===== config.mk =====
export PLATFORM = sky130hd
export DESIGN_NAME = sprite_index_fetch
export DESIGN_NICKNAME = d
export VERILOG_FILES = /design/src/rtl/sprite_pkg.sv /design/src/rtl/sprite_rom.sv /design/src/rtl/sprite_index_fetch.sv
export SDC_FILE = /design/constraint.sdc
export NUM_CORES = 1
export LEC_CHECK = 0
export CAP_MARGIN = 20
export CORE_ASPECT_RATIO = 1.75
export CORE_UTILIZATION = 35
export CTS_CLUSTER_SIZE = 30
export DETAILED_ROUTE_END_ITERATION = 8
export HOLD_SLACK_MARGIN = 0.02
export PLACE_DENSITY_LB_ADDON = 0.3
export SLEW_MARGIN = 20
export SYNTH_ARGS = -nofsm -noshare
export SYNTH_HDL_FRONTEND = slang
export SYNTH_SLANG_ARGS = --single-unit

===== constraint.sdc =====
create_clock -name Clk -period 2.31 [get_ports Clk]
set_input_delay 0.5775 -clock Clk [delete_from_list [all_inputs] [get_ports Clk]]
set_output_delay 0.5775 -clock Clk [all_outputs]
set_load 0.01 [all_outputs]

===== src/rtl/sprite_pkg.sv =====
// Shared sprite geometry, palette index type and ROM sizing helpers.
package sprite_pkg;

  localparam int unsigned SPR_W      = 32;
  localparam int unsigned SPR_H      = 32;
  localparam int unsigned NUM_FRAMES = 4;
  localparam int unsigned FRAME_DIV  = 8;
  localparam int unsigned ROM_DEPTH  = SPR_W * SPR_H * NUM_FRAMES;

  typedef logic [3:0] pal_idx_t;

  localparam pal_idx_t TRANSPARENT_IDX = 4'h0;

  function automatic int unsigned addr_width(input int unsigned depth);
    return (depth > 1) ? $clog2(depth) : 1;
  endfunction

  // Default fill when no image file is supplied: opaque, and frame-dependent
  // so each animation frame reads back distinguishably.
  function automatic pal_idx_t rom_fill(input int unsigned a);
    logic [31:0] av;
    av = 32'(a);
    return (av[3:0] ^ {av[11:10], 2'b00}) | 4'h1;
  endfunction

endpackage


===== src/rtl/sprite_rom.sv =====
// Sprite pixel ROM: 4-bit palette indices, one-cycle synchronous read.
module sprite_rom
  import sprite_pkg::*;
#(
  parameter int unsigned AW = addr_width(ROM_DEPTH)
) (
  input  logic          clk,
  input  logic [AW-1:0] addr,
  output logic [3:0]    q
);

  // Registered read of the fixed fill pattern.
  always_ff @(posedge clk) begin
    q <= rom_fill(32'(addr));
  end

endmodule


===== src/rtl/sprite_index_fetch.sv =====
// Per-pixel sprite fetch: bounding-box test, mirrored/animated ROM address,
// palette index out two clocks after the scan position.
module sprite_index_fetch #(
  parameter int unsigned SPR_W      = sprite_pkg::SPR_W,
  parameter int unsigned SPR_H      = sprite_pkg::SPR_H,
  parameter int unsigned NUM_FRAMES = sprite_pkg::NUM_FRAMES,
  parameter int unsigned FRAME_DIV  = sprite_pkg::FRAME_DIV
) (
  input  logic                          Clk,
  input  logic                          Reset_n,
  input  logic                          frame_tick,
  input  logic                          anim_en,
  input  logic                          flip_x,
  input  logic [9:0]                    sprite_x,
  input  logic [9:0]                    sprite_y,
  input  logic [9:0]                    draw_x,
  input  logic [9:0]                    draw_y,
  input  logic                          pix_valid,
  output logic [3:0]                    pal_index,
  output logic                          hit,
  output logic                          out_valid,
  output logic [$clog2(NUM_FRAMES)-1:0] anim_frame
);

  import sprite_pkg::*;

  localparam int unsigned FW    = $clog2(NUM_FRAMES);
  localparam int unsigned XW    = $clog2(SPR_W);
  localparam int unsigned YW    = (SPR_H > 1) ? $clog2(SPR_H) : 1;
  localparam int unsigned DIV_W = (FRAME_DIV > 1) ? $clog2(FRAME_DIV) : 1;
  localparam int unsigned DEPTH = SPR_W * SPR_H * NUM_FRAMES;
  localparam int unsigned AW    = addr_width(DEPTH);

  logic [9:0]      sx, sy;
  logic            sflip;
  logic [DIV_W-1:0] div;

  logic            inside_c;
  logic [XW-1:0]   rx_c, col_c;
  logic [YW-1:0]   ry_c;
  logic [AW-1:0]   addr_c;

  logic            inside_q, valid_q;
  pal_idx_t        rom_q;

  // Shadow position/flip: only visible after a frame_tick, so no mid-frame tearing.
  always_ff @(posedge Clk or negedge Reset_n) begin
    if (!Reset_n) begin
      sx    <= '0;
      sy    <= '0;
      sflip <= 1'b0;
    end else if (frame_tick) begin
      sx    <= sprite_x;
      sy    <= sprite_y;
      sflip <= flip_x;
    end
  end

  // Animation: FRAME_DIV enabled ticks per frame step, frame wraps naturally.
  always_ff @(posedge Clk or negedge Reset_n) begin
    if (!Reset_n) begin
      div        <= '0;
      anim_frame <= '0;
    end else if (frame_tick && anim_en) begin
      if (div == DIV_W'(FRAME_DIV - 1)) begin
        div        <= '0;
        anim_frame <= anim_frame + FW'(1);
      end else begin
        div <= div + DIV_W'(1);
      end
    end
  end

  // Bounding box in 11 bits so a box straddling 1023 never wraps to column 0.
  always_comb begin
    inside_c = 1'b0;
    rx_c     = '0;
    ry_c     = '0;
    col_c    = '0;
    addr_c   = '0;
    inside_c = ({1'b0, draw_x} >= {1'b0, sx}) && ({1'b0, draw_x} < ({1'b0, sx} + 11'(SPR_W))) &&
               ({1'b0, draw_y} >= {1'b0, sy}) && ({1'b0, draw_y} < ({1'b0, sy} + 11'(SPR_H)));
    rx_c     = XW'(draw_x - sx);
    ry_c     = YW'(draw_y - sy);
    col_c    = sflip ? (XW'(SPR_W - 1) - rx_c) : rx_c;
    if (inside_c) begin
      addr_c = (AW'(anim_frame) * AW'(SPR_W * SPR_H)) + (AW'(ry_c) * AW'(SPR_W)) + AW'(col_c);
    end
  end

  // The ROM's read register is the stage-1 address register.
  sprite_rom #(
    .AW (AW)
  ) u_rom (
    .clk  (Clk),
    .addr (addr_c),
    .q    (rom_q)
  );

  always_ff @(posedge Clk or negedge Reset_n) begin
    if (!Reset_n) begin
      inside_q <= 1'b0;
      valid_q  <= 1'b0;
    end else begin
      inside_q <= inside_c && pix_valid;
      valid_q  <= pix_valid;
    end
  end

  // Stage 2: mask to transparent outside the sprite.
  always_ff @(posedge Clk or negedge Reset_n) begin
    if (!Reset_n) begin
      pal_index <= TRANSPARENT_IDX;
      hit       <= 1'b0;
      out_valid <= 1'b0;
    end else begin
      pal_index <= inside_q ? rom_q : TRANSPARENT_IDX;
      hit       <= inside_q && (rom_q != TRANSPARENT_IDX);
      out_valid <= valid_q;
    end
  end

endmodule


==> results.txt <==
The run finished with clean final reports. The number of search-and-repair iterations in the first detailed-routing pass came out at 4. The most critical setup path has its startpoint at draw_y[0]. Measured on the finished design, the core utilization comes to 0.499. Across all register-to-register paths, the minimum setup slack is 0.23 ns. The count of flip-flops with a built-in enable after synthesis is 0.

The count of placed standard cells in the final layout, fillers left out came out at 378. In the synthesized netlist, the cells that appear most often are 34 x sky130_fd_sc_hd__ha_1, 33 x sky130_fd_sc_hd__dfrtp_1, 28 x sky130_fd_sc_hd__nand2_1. TritonCTS built the clock tree. The total of buffers placed on input and output ports came out at 53.

The synthesized instance count is 229. The share of total power dissipated in sequential elements is 0.401. The x dimension of the die is 62.1 um.

The initialized floorplan defines 38 standard-cell rows. The timing-limited maximum frequency is 462 MHz. VDD sags by at most 570 uV. The capturing element type of the critical path is a flip-flop.

For this block, the routed nets add up to 4.70 mm of wire. The clock net sink count is 36. Dividing the final minimum period by the clock period gives 0.938. The number of synthesized register bits is 36. The number of cell instances on the worst register-to-register path came out at 9. The count of endpoints failing setup in the final report is 0. The biggest area contributor in the post-synthesis netlist is sky130_fd_sc_hd__dfrtp_1.

The share of synthesized area in the top cell type comes to 0.373. The later pin in the worst-skew pair is clocked with a latency of 0.28 ns. The clock arrives with 0.00257 ns of skew.

The wire length per cell is 12.4 um. The area of the core is 0.00613 mm2. The critical path arrival is 2.37 ns. The net count after synthesis is 310. Setup repair after global routing left no endpoint under its margin. The layout has 572 filler cells.

The share of total power dissipated in combinational logic is 0.313. The final antenna diode count is 0. The endpoint identified for the worst register-to-register timing path is u_rom.q[2]. The final antenna-violating net count came out at 0. The worst hold-check path type is reg2reg.

The synthesized netlist contains 34 unique library cells. The total half-perimeter wirelength after legalization and detailed placement is 3.77 mm. Clock-pin slew was measured on the worst setup and hold paths at 0.07 ns. The total negative slack for setup checks is 0 ns. The deepest clock path buffer count came out at 2. The post-detailed-route DRC marker count is 0. The async set-or-reset flop fraction in the synthesized netlist came out at 0.917.

The number of global-route vias before repair is 1,858. In this run the critical register-to-register path is launched from sy[5]. The post-route minimum period came out at 2.17 ns. The cell count after placement came out at 369. The most used standard cell by instance count after synthesis is sky130_fd_sc_hd__ha_1.

The final layout contains 378 nets. At the pin with the least slew margin, the transition time is 0.427 ns. The post-synthesis instance area is 0.00221 mm2. Sorting the synthesized cells by area gives the leading types as sky130_fd_sc_hd__dfrtp_1 37%, sky130_fd_sc_hd__ha_1 19%, sky130_fd_sc_hd__xnor2_1 5.5%, sky130_fd_sc_hd__o21ai_0 5.2%, sky130_fd_sc_hd__nand2_1 4.7%. Counting the buffers created by CTS gives 5. 54 I/O pins were placed. For this run, the total global-route usage over all layers was measured as 0.152. The number of failing hold endpoints at the final stage is 0. The global-route wire length before repair is 7.99 mm. After detailed placement, the total cell area comes to 0.00291 mm2.

Headroom to the max-slew limit came out at 0.713. The critical path capture point is u_rom.q[2]. The worst setup margin came out at 0.144 ns. The die covers 0.00666 mm2.

The analysis attributes to cell leakage a power of 1.41 nW. The final max-slew violation count is 0. The sort of element at the start of the critical path is an input port. The critical path in this run is classified as in2reg.

Of the total power, the clock network draws 0.286. The H-tree generated during clock tree synthesis spans 2 levels. The required time at the worst-slack endpoint is 2.52 ns. The sequential element share of the synthesized area came out at 0.400. The die boundary height is 107 um.

The number of warnings printed during yosys synthesis is 0. Global routing finished with a remaining overflow of 0. Dividing total power by cell area gives a power density of 623 mW/mm2. The finished cells cover 0.00306 mm2.

The net load switching power came out at 0.555 mW. The max capacitance violation total is 0. The internal portion of the total power is 1.35 mW. The share of post-route cells with drive strength above 1 came out at 0.117.

The average instance in the mapped netlist occupies 9.67 um2. The critical-path maximum fanout is 4. The number of DRC markers after the initial detailed-route iteration came out at 53. Of the total power, the share spent switching nets is 0.290.

The total via count in the routed design came out at 1,782. Prior to clock tree synthesis, the placed netlist has a worst setup slack of -0.362 ns. The tree is rooted in a sky130_fd_sc_hd__clkbuf_8. The synthesis-to-layout area growth is 38.3%. At the end of routability-driven placement, the weighted congestion stood at 0.820.

The initial utilization of the core area, before any placement, comes to 0.361. In the synthesized netlist the dominant register cell turns out to be sky130_fd_sc_hd__dfrtp_1. The largest net degree at the start of global routing is 34. The via count normalized by instance count is 4.71.

The number of antenna violations at the first check in global routing is 0.
worst min-delay path by stage:
stage / start / to / slack, ns / cells past startpoint
floorplan: Reset_n / anim_frame[0] / 0.28 / 0
global placement: valid_q / out_valid / 0.34 / 0
detailed placement: valid_q / out_valid / 0.34 / 0
CTS: valid_q / out_valid / 0.35 / 0
global route: valid_q / out_valid / 0.37 / 0
finish: valid_q / out_valid / 0.35 / 0
stage by stage:
stage / power, mW / hold slack, ns
2_1_floorplan: 1.12 / 0.282
3_3_place_gp: 1.34 / 0.335
4_1_cts: 1.93 / 0.354
5_1_grt: 2.05 / 0.371
6_report: 1.91 / 0.354
3_5_place_dp: 1.37 / 0.337
state kept, by name (all words and copies together) (netlist names):
signal      flops
anim_frame      2
div             3
inside_q        1
out_valid       1
pal_index       4
sflip           1
sx             10
sy             10
u_rom.q         3
valid_q         1
per-layer routing:
layer / vias up / track usage / share of wire
met5: - / 0 / 0
met4: 0 / 0.0498 / 0.011
met3: 4 / 0.0223 / 0.029
met2: 36 / 0.313 / 0.56
met1: 818 / 0.149 / 0.40
li1: 924 / - / -
worst max-delay path, stage by stage:
cell,delay (ns)
sky130_fd_sc_hd__clkdlybuf4s50_1,0.45
sky130_fd_sc_hd__inv_1,0.04
sky130_fd_sc_hd__ha_1,0.26
sky130_fd_sc_hd__nand2b_1,0.10
sky130_fd_sc_hd__a21oi_1,0.06
sky130_fd_sc_hd__or3_1,0.36
sky130_fd_sc_hd__a21oi_2,0.19
sky130_fd_sc_hd__o311ai_4,0.15
sky130_fd_sc_hd__nor3_1,0.19
power groups by stage:
stage	Clock (mW)	Combinational, mW	Sequential [mW]
floorplan	0	0.351	0.773
global placement	0	0.569	0.775
detailed placement	0	0.586	0.780
CTS	0.566	0.593	0.767
global route	0.592	0.678	0.776
finish	0.547	0.597	0.766
repair_timing:
| action | 4_1_cts | 5_1_grt |
|---|---|---|
| cloned | 0 | 0 |
| endpoints found under the setup margin | 4 | 4 |
| hold buffers | 0 | 0 |
| gates resized for setup | 1 | 6 |
| pin swaps | 2 | 6 |
| buffers inserted | 0 | 1 |
layout make-up:
class                   instances  area, um2  area share
clock buffers                   5       68.8      0.0225
clock inverters                 3       42.5      0.0139
inverters                      23       86.3      0.0282
multi-input cells             165       1250       0.408
flip-flops and latches         36        886       0.289
well taps                      80        100      0.0327
repair buffers                 66        631       0.206
logic make-up (layout without fill, tap and decap cells):
kind of cell               count (synthesis)  after routing  share of synthesized area
adders and majority gates                 35             35                      0.201
xor gates and xnor gates                  15             15                     0.0593
buffers and inverters                     28             97                     0.0492
and+or+nand+nor                           61             61                      0.135
AOI/OAI and AO/OA                         49             49                      0.130
muxes                                      5              5                     0.0254
DFF                                       36             36                      0.400
placed cells by master (no fill, tap or decap), types with 6 or more instances in the layout:
cell                              Yosys  layout
sky130_fd_sc_hd__clkdlybuf4s50_1      0      52
sky130_fd_sc_hd__ha_1                34      33
sky130_fd_sc_hd__dfrtp_1             33      33
sky130_fd_sc_hd__nand2_1             28      28
sky130_fd_sc_hd__inv_1               23      23
sky130_fd_sc_hd__o21ai_0             23      23
sky130_fd_sc_hd__xnor2_1             14      14
sky130_fd_sc_hd__buf_4                1      13
sky130_fd_sc_hd__a21oi_1             12      11
sky130_fd_sc_hd__nand3_1              6       6
sky130_fd_sc_hd__nand4_1              6       6
No activity file was read; power rests on OpenSTA's default activity.
